**config.mk**
```make
export PLATFORM = sky130hd
export DESIGN_NAME = clock_set_controller
export DESIGN_NICKNAME = d
export VERILOG_FILES = /design/src/rtl/clock_ui_pkg.sv /design/src/rtl/key_debounce.sv /design/src/rtl/clock_set_controller.sv
export SDC_FILE = /design/constraint.sdc
export NUM_CORES = 1
export LEC_CHECK = 0
export CAP_MARGIN = 5
export CORE_UTILIZATION = 40
export CTS_BUF_LIST = sky130_fd_sc_hd__clkbuf_16
export DETAILED_ROUTE_END_ITERATION = 6
export PLACE_DENSITY = 0.57
export SLEW_MARGIN = 20
export SYNTH_ARGS = -nofsm -noshare
export SYNTH_HDL_FRONTEND = slang
export SYNTH_SLANG_ARGS = --single-unit
```
**constraint.sdc**
```tcl
create_clock -name clk -period 3.5 [get_ports clk]
set_clock_uncertainty 0.15 [all_clocks]
set_input_delay 0.7 -clock clk [delete_from_list [all_inputs] [get_ports clk]]
set_output_delay 0.7 -clock clk [all_outputs]
set_load 0.005 [all_outputs]
```
**src/rtl/clock_ui_pkg.sv**
```systemverilog
// Shared types and helpers for the front-panel time-setting controller.
package clock_ui_pkg;

    typedef enum logic [2:0] {
        ST_RUN,
        ST_SET_HOUR,
        ST_SET_MIN,
        ST_SET_SEC,
        ST_COMMIT
    } state_e;

    typedef enum logic [1:0] {
        FLD_NONE = 2'd0,
        FLD_HOUR = 2'd1,
        FLD_MIN  = 2'd2,
        FLD_SEC  = 2'd3
    } field_e;

    localparam logic [4:0] HOUR_MAX   = 5'd23;
    localparam logic [5:0] MINSEC_MAX = 6'd59;

    localparam int KEY_MODE   = 0;
    localparam int KEY_UP     = 1;
    localparam int KEY_DOWN   = 2;
    localparam int KEY_CANCEL = 3;

    // Single up/down step with wrap between 0 and vmax.
    function automatic logic [5:0] wrap_step(input logic [5:0] v, input logic [5:0] vmax,
                                             input logic up);
        if (up) return (v >= vmax) ? 6'd0 : v + 6'd1;
        return (v == 6'd0) ? vmax : v - 6'd1;
    endfunction

    // COMMIT keeps the seconds field selected so the display does not jump.
    function automatic field_e field_of(input state_e s);
        case (s)
            ST_SET_HOUR: return FLD_HOUR;
            ST_SET_MIN:  return FLD_MIN;
            ST_SET_SEC:  return FLD_SEC;
            ST_COMMIT:   return FLD_SEC;
            default:     return FLD_NONE;
        endcase
    endfunction

endpackage

```
**src/rtl/key_debounce.sv**
```systemverilog
// One push-button: 2-FF synchronizer, stability counter, press pulse and held level.
module key_debounce #(
    parameter int DEBOUNCE_CYCLES = 500000
) (
    input  logic clk,
    input  logic rst_n,
    input  logic key_n,
    output logic press,
    output logic held
);
    localparam int CW = $clog2(DEBOUNCE_CYCLES + 1);

    logic [1:0]    sync_q, sync_d;
    logic          db_q, db_d;
    logic          press_q, press_d;
    logic [CW-1:0] cnt_q, cnt_d;

    // Counter only advances while the synchronized sample disagrees with the debounced level.
    always_comb begin
        sync_d  = {sync_q[0], key_n};
        db_d    = db_q;
        cnt_d   = '0;
        press_d = 1'b0;
        if (sync_q[1] != db_q) begin
            if (cnt_q == CW'(DEBOUNCE_CYCLES - 1)) begin
                db_d    = sync_q[1];
                press_d = ~sync_q[1];
            end else begin
                cnt_d = cnt_q + 1'b1;
            end
        end
    end

    always_ff @(posedge clk or negedge rst_n) begin
        if (!rst_n) begin
            sync_q  <= 2'b11;
            db_q    <= 1'b1;
            cnt_q   <= '0;
            press_q <= 1'b0;
        end else begin
            sync_q  <= sync_d;
            db_q    <= db_d;
            cnt_q   <= cnt_d;
            press_q <= press_d;
        end
    end

    assign press = press_q;
    assign held  = ~db_q;

endmodule

```
**src/rtl/clock_set_controller.sv**
```systemverilog
// Front-panel mode machine: edits hour/min/sec, commits with a load pulse, drives blink masks.
module clock_set_controller
    import clock_ui_pkg::*;
#(
    parameter int DEBOUNCE_CYCLES = 500000,
    parameter int REPEAT_DELAY    = 25000000,
    parameter int REPEAT_RATE     = 5000000,
    parameter int TIMEOUT_CYCLES  = 500000000,
    parameter int BLINK_HALF      = 12500000
) (
    input  logic       clk,
    input  logic       rst_n,
    input  logic [3:0] key_n,
    input  logic [4:0] hour_in,
    input  logic [5:0] min_in,
    input  logic [5:0] sec_in,
    output logic       set,
    output logic [1:0] sethms,
    output logic [4:0] hour_out,
    output logic [5:0] min_out,
    output logic [5:0] sec_out,
    output logic       load,
    output logic [2:0] blank_mask
);
    localparam int RPT_MAX = (REPEAT_DELAY > REPEAT_RATE) ? REPEAT_DELAY : REPEAT_RATE;
    localparam int RW = $clog2(RPT_MAX + 1);
    localparam int TW = $clog2(TIMEOUT_CYCLES + 1);
    localparam int BW = $clog2(BLINK_HALF + 1);

    logic [3:0] press, held;

    key_debounce #(.DEBOUNCE_CYCLES(DEBOUNCE_CYCLES)) u_key [3:0] (
        .clk   (clk),
        .rst_n (rst_n),
        .key_n (key_n),
        .press (press),
        .held  (held)
    );

    logic unused_held;
    assign unused_held = ^{held[KEY_MODE], held[KEY_CANCEL]};

    state_e        state_q, state_d;
    logic [4:0]    hour_q, hour_d;
    logic [5:0]    min_q, min_d, sec_q, sec_d;
    logic [TW-1:0] tmo_cnt_q, tmo_cnt_d;
    logic [BW-1:0] blink_cnt_q, blink_cnt_d;
    logic          phase_q, phase_d;
    logic          set_q, set_d, load_q, load_d;
    field_e        sethms_q, sethms_d;
    logic [2:0]    blank_mask_q, blank_mask_d;

    // Repeat channels: index 0 = up, 1 = down.
    logic [1:0][RW-1:0] rpt_cnt_q, rpt_cnt_d;
    logic [1:0]         rpt_first_q, rpt_first_d;
    logic [1:0]         step, rk_press, rk_held;
    logic               in_set, up_ev, dn_ev, ud_ok;

    assign in_set   = (state_q == ST_SET_HOUR) || (state_q == ST_SET_MIN) || (state_q == ST_SET_SEC);
    assign rk_press = {press[KEY_DOWN], press[KEY_UP]};
    assign rk_held  = {held[KEY_DOWN], held[KEY_UP]};

    // A press restarts the channel; first step after REPEAT_DELAY, then every REPEAT_RATE.
    always_comb begin
        for (int i = 0; i < 2; i++) begin
            rpt_cnt_d[i]   = '0;
            rpt_first_d[i] = 1'b0;
            step[i]        = 1'b0;
            if (in_set && rk_held[i] && !rk_press[i]) begin
                rpt_first_d[i] = rpt_first_q[i];
                rpt_cnt_d[i]   = rpt_cnt_q[i] + 1'b1;
                if (!rpt_first_q[i] && rpt_cnt_q[i] == RW'(REPEAT_DELAY - 1)) begin
                    step[i]        = 1'b1;
                    rpt_cnt_d[i]   = '0;
                    rpt_first_d[i] = 1'b1;
                end else if (rpt_first_q[i] && rpt_cnt_q[i] == RW'(REPEAT_RATE - 1)) begin
                    step[i]      = 1'b1;
                    rpt_cnt_d[i] = '0;
                end
            end
        end
    end

    assign up_ev = press[KEY_UP] | step[0];
    assign dn_ev = press[KEY_DOWN] | step[1];
    assign ud_ok = up_ev ^ dn_ev;

    always_comb begin
        state_d   = state_q;
        hour_d    = hour_q;
        min_d     = min_q;
        sec_d     = sec_q;
        tmo_cnt_d = '0;
        case (state_q)
            ST_RUN: begin
                if (press[KEY_MODE]) begin
                    hour_d  = hour_in;
                    min_d   = min_in;
                    sec_d   = sec_in;
                    state_d = ST_SET_HOUR;
                end
            end
            ST_SET_HOUR, ST_SET_MIN, ST_SET_SEC: begin
                if (press[KEY_CANCEL]) begin
                    state_d = ST_RUN;
                end else if (press[KEY_MODE]) begin
                    state_d = (state_q == ST_SET_HOUR) ? ST_SET_MIN :
                              (state_q == ST_SET_MIN)  ? ST_SET_SEC : ST_COMMIT;
                end else if (ud_ok) begin
                    case (state_q)
                        ST_SET_HOUR: hour_d = 5'(wrap_step({1'b0, hour_q}, {1'b0, HOUR_MAX}, up_ev));
                        ST_SET_MIN:  min_d  = wrap_step(min_q, MINSEC_MAX, up_ev);
                        default:     sec_d  = wrap_step(sec_q, MINSEC_MAX, up_ev);
                    endcase
                end else if (tmo_cnt_q == TW'(TIMEOUT_CYCLES - 1)) begin
                    state_d = ST_RUN;
                end else begin
                    tmo_cnt_d = tmo_cnt_q + 1'b1;
                end
            end
            default: state_d = ST_RUN;
        endcase
    end

    always_comb begin
        blink_cnt_d = blink_cnt_q + 1'b1;
        phase_d     = phase_q;
        if (blink_cnt_q == BW'(BLINK_HALF - 1)) begin
            blink_cnt_d = '0;
            phase_d     = ~phase_q;
        end
        set_d        = (state_d != ST_RUN);
        load_d       = (state_d == ST_COMMIT);
        sethms_d     = field_of(state_d);
        blank_mask_d = 3'b000;
        case (sethms_d)
            FLD_HOUR: blank_mask_d[2] = phase_d;
            FLD_MIN:  blank_mask_d[1] = phase_d;
            FLD_SEC:  blank_mask_d[0] = phase_d;
            default:  blank_mask_d    = 3'b000;
        endcase
    end

    always_ff @(posedge clk or negedge rst_n) begin
        if (!rst_n) begin
            state_q      <= ST_RUN;
            hour_q       <= '0;
            min_q        <= '0;
            sec_q        <= '0;
            tmo_cnt_q    <= '0;
            blink_cnt_q  <= '0;
            phase_q      <= 1'b0;
            rpt_cnt_q    <= '0;
            rpt_first_q  <= '0;
            set_q        <= 1'b0;
            load_q       <= 1'b0;
            sethms_q     <= FLD_NONE;
            blank_mask_q <= '0;
        end else begin
            state_q      <= state_d;
            hour_q       <= hour_d;
            min_q        <= min_d;
            sec_q        <= sec_d;
            tmo_cnt_q    <= tmo_cnt_d;
            blink_cnt_q  <= blink_cnt_d;
            phase_q      <= phase_d;
            rpt_cnt_q    <= rpt_cnt_d;
            rpt_first_q  <= rpt_first_d;
            set_q        <= set_d;
            load_q       <= load_d;
            sethms_q     <= sethms_d;
            blank_mask_q <= blank_mask_d;
        end
    end

    assign set        = set_q;
    assign sethms     = sethms_q;
    assign hour_out   = hour_q;
    assign min_out    = min_q;
    assign sec_out    = sec_q;
    assign load       = load_q;
    assign blank_mask = blank_mask_q;

endmodule

```
==> flow_summary_export.csv <==
group,metric,value,unit
run_status,status,"finished with violations",
run_status,violations,"hold timing",
global_route,antenna_found_initial,0,
finish,fin_cells,1646,
timing,finalHoldViolCount,1,
clock_tree,clk_latency,0.53,ns
logic_synthesis,syn_inst,1189,
power_and_ir_drop,power.density,420,nW/um2
setup_path,worst_ep_arrival_time,3.54,ns
floorplanning,core,28000,um2
power_and_ir_drop,ir_worst_vdd,365,uV
setup_path,critPathTopFamily,"compound AO/OA/AOI/OAI gates",
placed_design,portBuffers,46,
global_route,grt_pass1_wl,40700,um
clock_tree,clock_path_buffers,3,
logic_synthesis,synth_top_area_share,46.5,%
setup_path,crit_path_end_kind,"register",
finish,n_fill_cell,2703,
logic_synthesis,ys_seq_area_share,49.3,%
global_route,grt.total_usage,16.6,%
setup_path,worst-setup-path-type,"reg2reg",
finish,finalNetCount,1287,
global_route,grt_pass1_vias,8324,
floorplanning,start_util,40.9,%
route,vias_per_cell,5.18,
logic_synthesis,synth_edf_count,0,
placed_design,dp.cells,1598,
logic_synthesis,synthMostInstantiatedCell,"nor2_1",
logic_synthesis,ys_ff_latch,225,
clock_tree,cts.sinks,225,
logic_synthesis,yosys.area_share.simple,25.5,%
setup_path,startpoint_type,"register",
timing,tightest_slew,0.962,ns
logic_synthesis,synth-compound-area-share,6.53,%
route,routedWlPerCell,14.3,um
route,ant_nets,0,
power_and_ir_drop,power_leakage,5.58,nW
logic_synthesis,synth_xor_area_share,12.5,%
setup_path,crit_chain,"or4b_1, or4_4, a2111oi_4, o211ai_1, a21boi_0, o21a_1, mux2_2",
clock_tree,hold_buffers,0,
floorplanning,die_x,171,um
logic_synthesis,synthAdderAreaFrac,1.75,%
timing,setup_viol,0,
setup_path,worstPathMaxFanout,5,
timing,slew_violations,0,
clock_tree,cts_tree,"yes",
clock_tree,cts_made_buffers,26,
floorplanning,chipHeight,171,um
floorplanning,ios,47,
clock_tree,cts_resized,0,
clock_tree,cts.htree.levels,1,
setup_path,slowest_stage,"or4_4",
finish,syn2layout_area_growth,16.0,%
logic_synthesis,ys_top_cells_by_area,"dfrtp_1 (47%), xor2_1 (7.7%), nor2_1 (7.4%), xnor2_1 (4.8%), nand3_1 (3.6%)",
setup_path,startpoint,"rpt_cnt_q[17]",
setup_path,path_buf_inv,0,
finish,diodes,0,
floorplanning,die-area,29300,um2
hold_path,min_path_type,"in2async",
timing,max_clock_freq,0.303,GHz
logic_synthesis,synth_area,11500,um2
timing,grt_setup_unrepaired,"false",
logic_synthesis,synthMuxAreaShare,1.99,%
logic_synthesis,synth_top_family_by_area,"simple AND/OR/NAND/NOR gates",
route,route.detailed.drc,0,
timing,holdWs,-0.00150,ns
setup_path,cp.required,3.75,ns
placed_design,gp_congestion,0.838,
logic_synthesis,synth_top_area_cell,"dfrtp_1",
clock_tree,root_buffer,"clkbuf_16",
flow_run,cap_violations,0,
logic_synthesis,ys_async_sr_fraction,100,%
timing,final.period_utilization,94.2,%
route,drtPass1Iterations,5,
logic_synthesis,synthTopCellsByCount,"nor2_1 (225), dfrtp_1 (213), nand2_1 (106)",
clock_tree,cts_setup_buffers,0,
route,drt_iter0_drc,437,
logic_synthesis,ys.flop_type,"dfrtp_1",
finish,layout-drive-gt1-share,8.28,%
floorplanning,rows,61,
timing,max_slew_margin,35.6,%
route,drt-total-wl,23500,um
timing,period_needed,3.30,ns
route,vias,8521,
global_route,overflow,0,
timing,setup-tns-final,0,ns
logic_synthesis,synth_cell_types,73,
logic_synthesis,avgSynthCellArea,9.64,um2
global_route,grt_max_degree,76,
clock_tree,clk_pin_slew_worst_paths,0.06,ns
logic_synthesis,synth_nets,1228,
setup_path,r2r_start,"rpt_cnt_q[17]",
placed_design,dp_hpwl,15700,um
setup_path,cpPeakStageDelay,0.54,ns
logic_synthesis,yosys_warnings,0,
-- sequential cells by signal (all words and copies together) (netlist names) --
name and flops:
rpt_cnt_q 50, phase_q 1, state_q 3, rpt_first_q 2
u_key.cnt_q 76, set 1, sec_out 6, u_key.db_q 4
hour_out 5, u_key.press 4, sethms 2, min_out 6
load 1, tmo_cnt_q 29, blink_cnt_q 24, blank_mask 3
u_key.sync_q 8
-- metal layers --
metal | global-route usage (%) | up-vias | part of all wire [%]
li1 | - | 4223 | -
met1 | 22.9 | 4148 | 49
met2 | 27.8 | 118 | 46
met3 | 2.12 | 32 | 3.1
met4 | 3.80 | 0 | 2.0
met5 | 0 | - | 0
-- power by group --
part | internal, mW | leakage (nW) | switching (mW)
Combinational | 0.0449 | 2.06 | 0.0823
Clock | 1.76 | 0.468 | 1.06
Sequential | 2.62 | 3.05 | 0.0145
-- cells by family (layout without fill, tap and decap cells) --
kind of cell	Yosys count	in the layout
simple gates	595	595
flops	225	225
xor+xnor	164	164
compound gates	107	107
buf+inv	61	140
mux	21	21
fa+ha+maj	16	16
-- worst register-to-register path, stage by stage (launching register included) --
cell       delay [ns]
dfrtp_1          0.40
or4b_1           0.52
or4_4            0.54
a2111oi_4        0.44
o211ai_1         0.21
a21boi_0         0.22
o21a_1           0.32
mux2_2           0.38
-- cell usage in the layout (no fill, tap or decap), drive strengths merged, types with 20 or more instances in the layout --
cell type,n
clkbuf,27
and3,35
nand3,82
buf,20
nor2,225
nand4,30
clkdlybuf4s50,45
a21oi,25
dfrtp,213
xor2,101
nand2,106
xnor2,63
inv,36
o21ai,28
-- worst paths after layout --
kind | to | slack (ns) | cells past startpoint
setup / recovery | hour_out[1] | 0.20 | 7
max in group asynchronous | tmo_cnt_q[23] | 2.38 | 2
setup reg to reg | hour_out[1] | 0.20 | 7
hold / removal | u_key[1].cnt_q[11] | -0.001 | 1
min in group clk | u_key[0].sync_q[1] | 0.21 | 0
hold reg to reg | u_key[0].sync_q[1] | 0.21 | 0
-- metrics by stage --
stage / total power, mW / util, % / instance area [um2] / hold WS (ns) / worst slack (ns)
floorplan: 2.72 / - / 11500 / 0.195 / 0.368
global route: 5.79 / 47.5 / 13300 / 0.0318 / 0.0300
global placement: 2.81 / 44.3 / 12400 / 0.197 / 0.291
detailed placement: 2.82 / 44.3 / 12400 / 0.197 / 0.226
finish: 5.58 / 47.5 / 13300 / -0.00150 / 0.202
CTS: 5.68 / 47.5 / 13300 / 0.0223 / 0.195
-- cell type report --
type                    instances  area [um2]  share of cell area, %
flip-flops and latches        225        5650                   42.5
inverters                      27         101                  0.762
repair buffers                 65         633                   4.76
multi-input cells             903        5540                   41.7
well taps                     378         473                   3.56
clock inverters                21         221                   1.67
clock buffers                  27         676                   5.08
(Power assumes the default switching activity.)
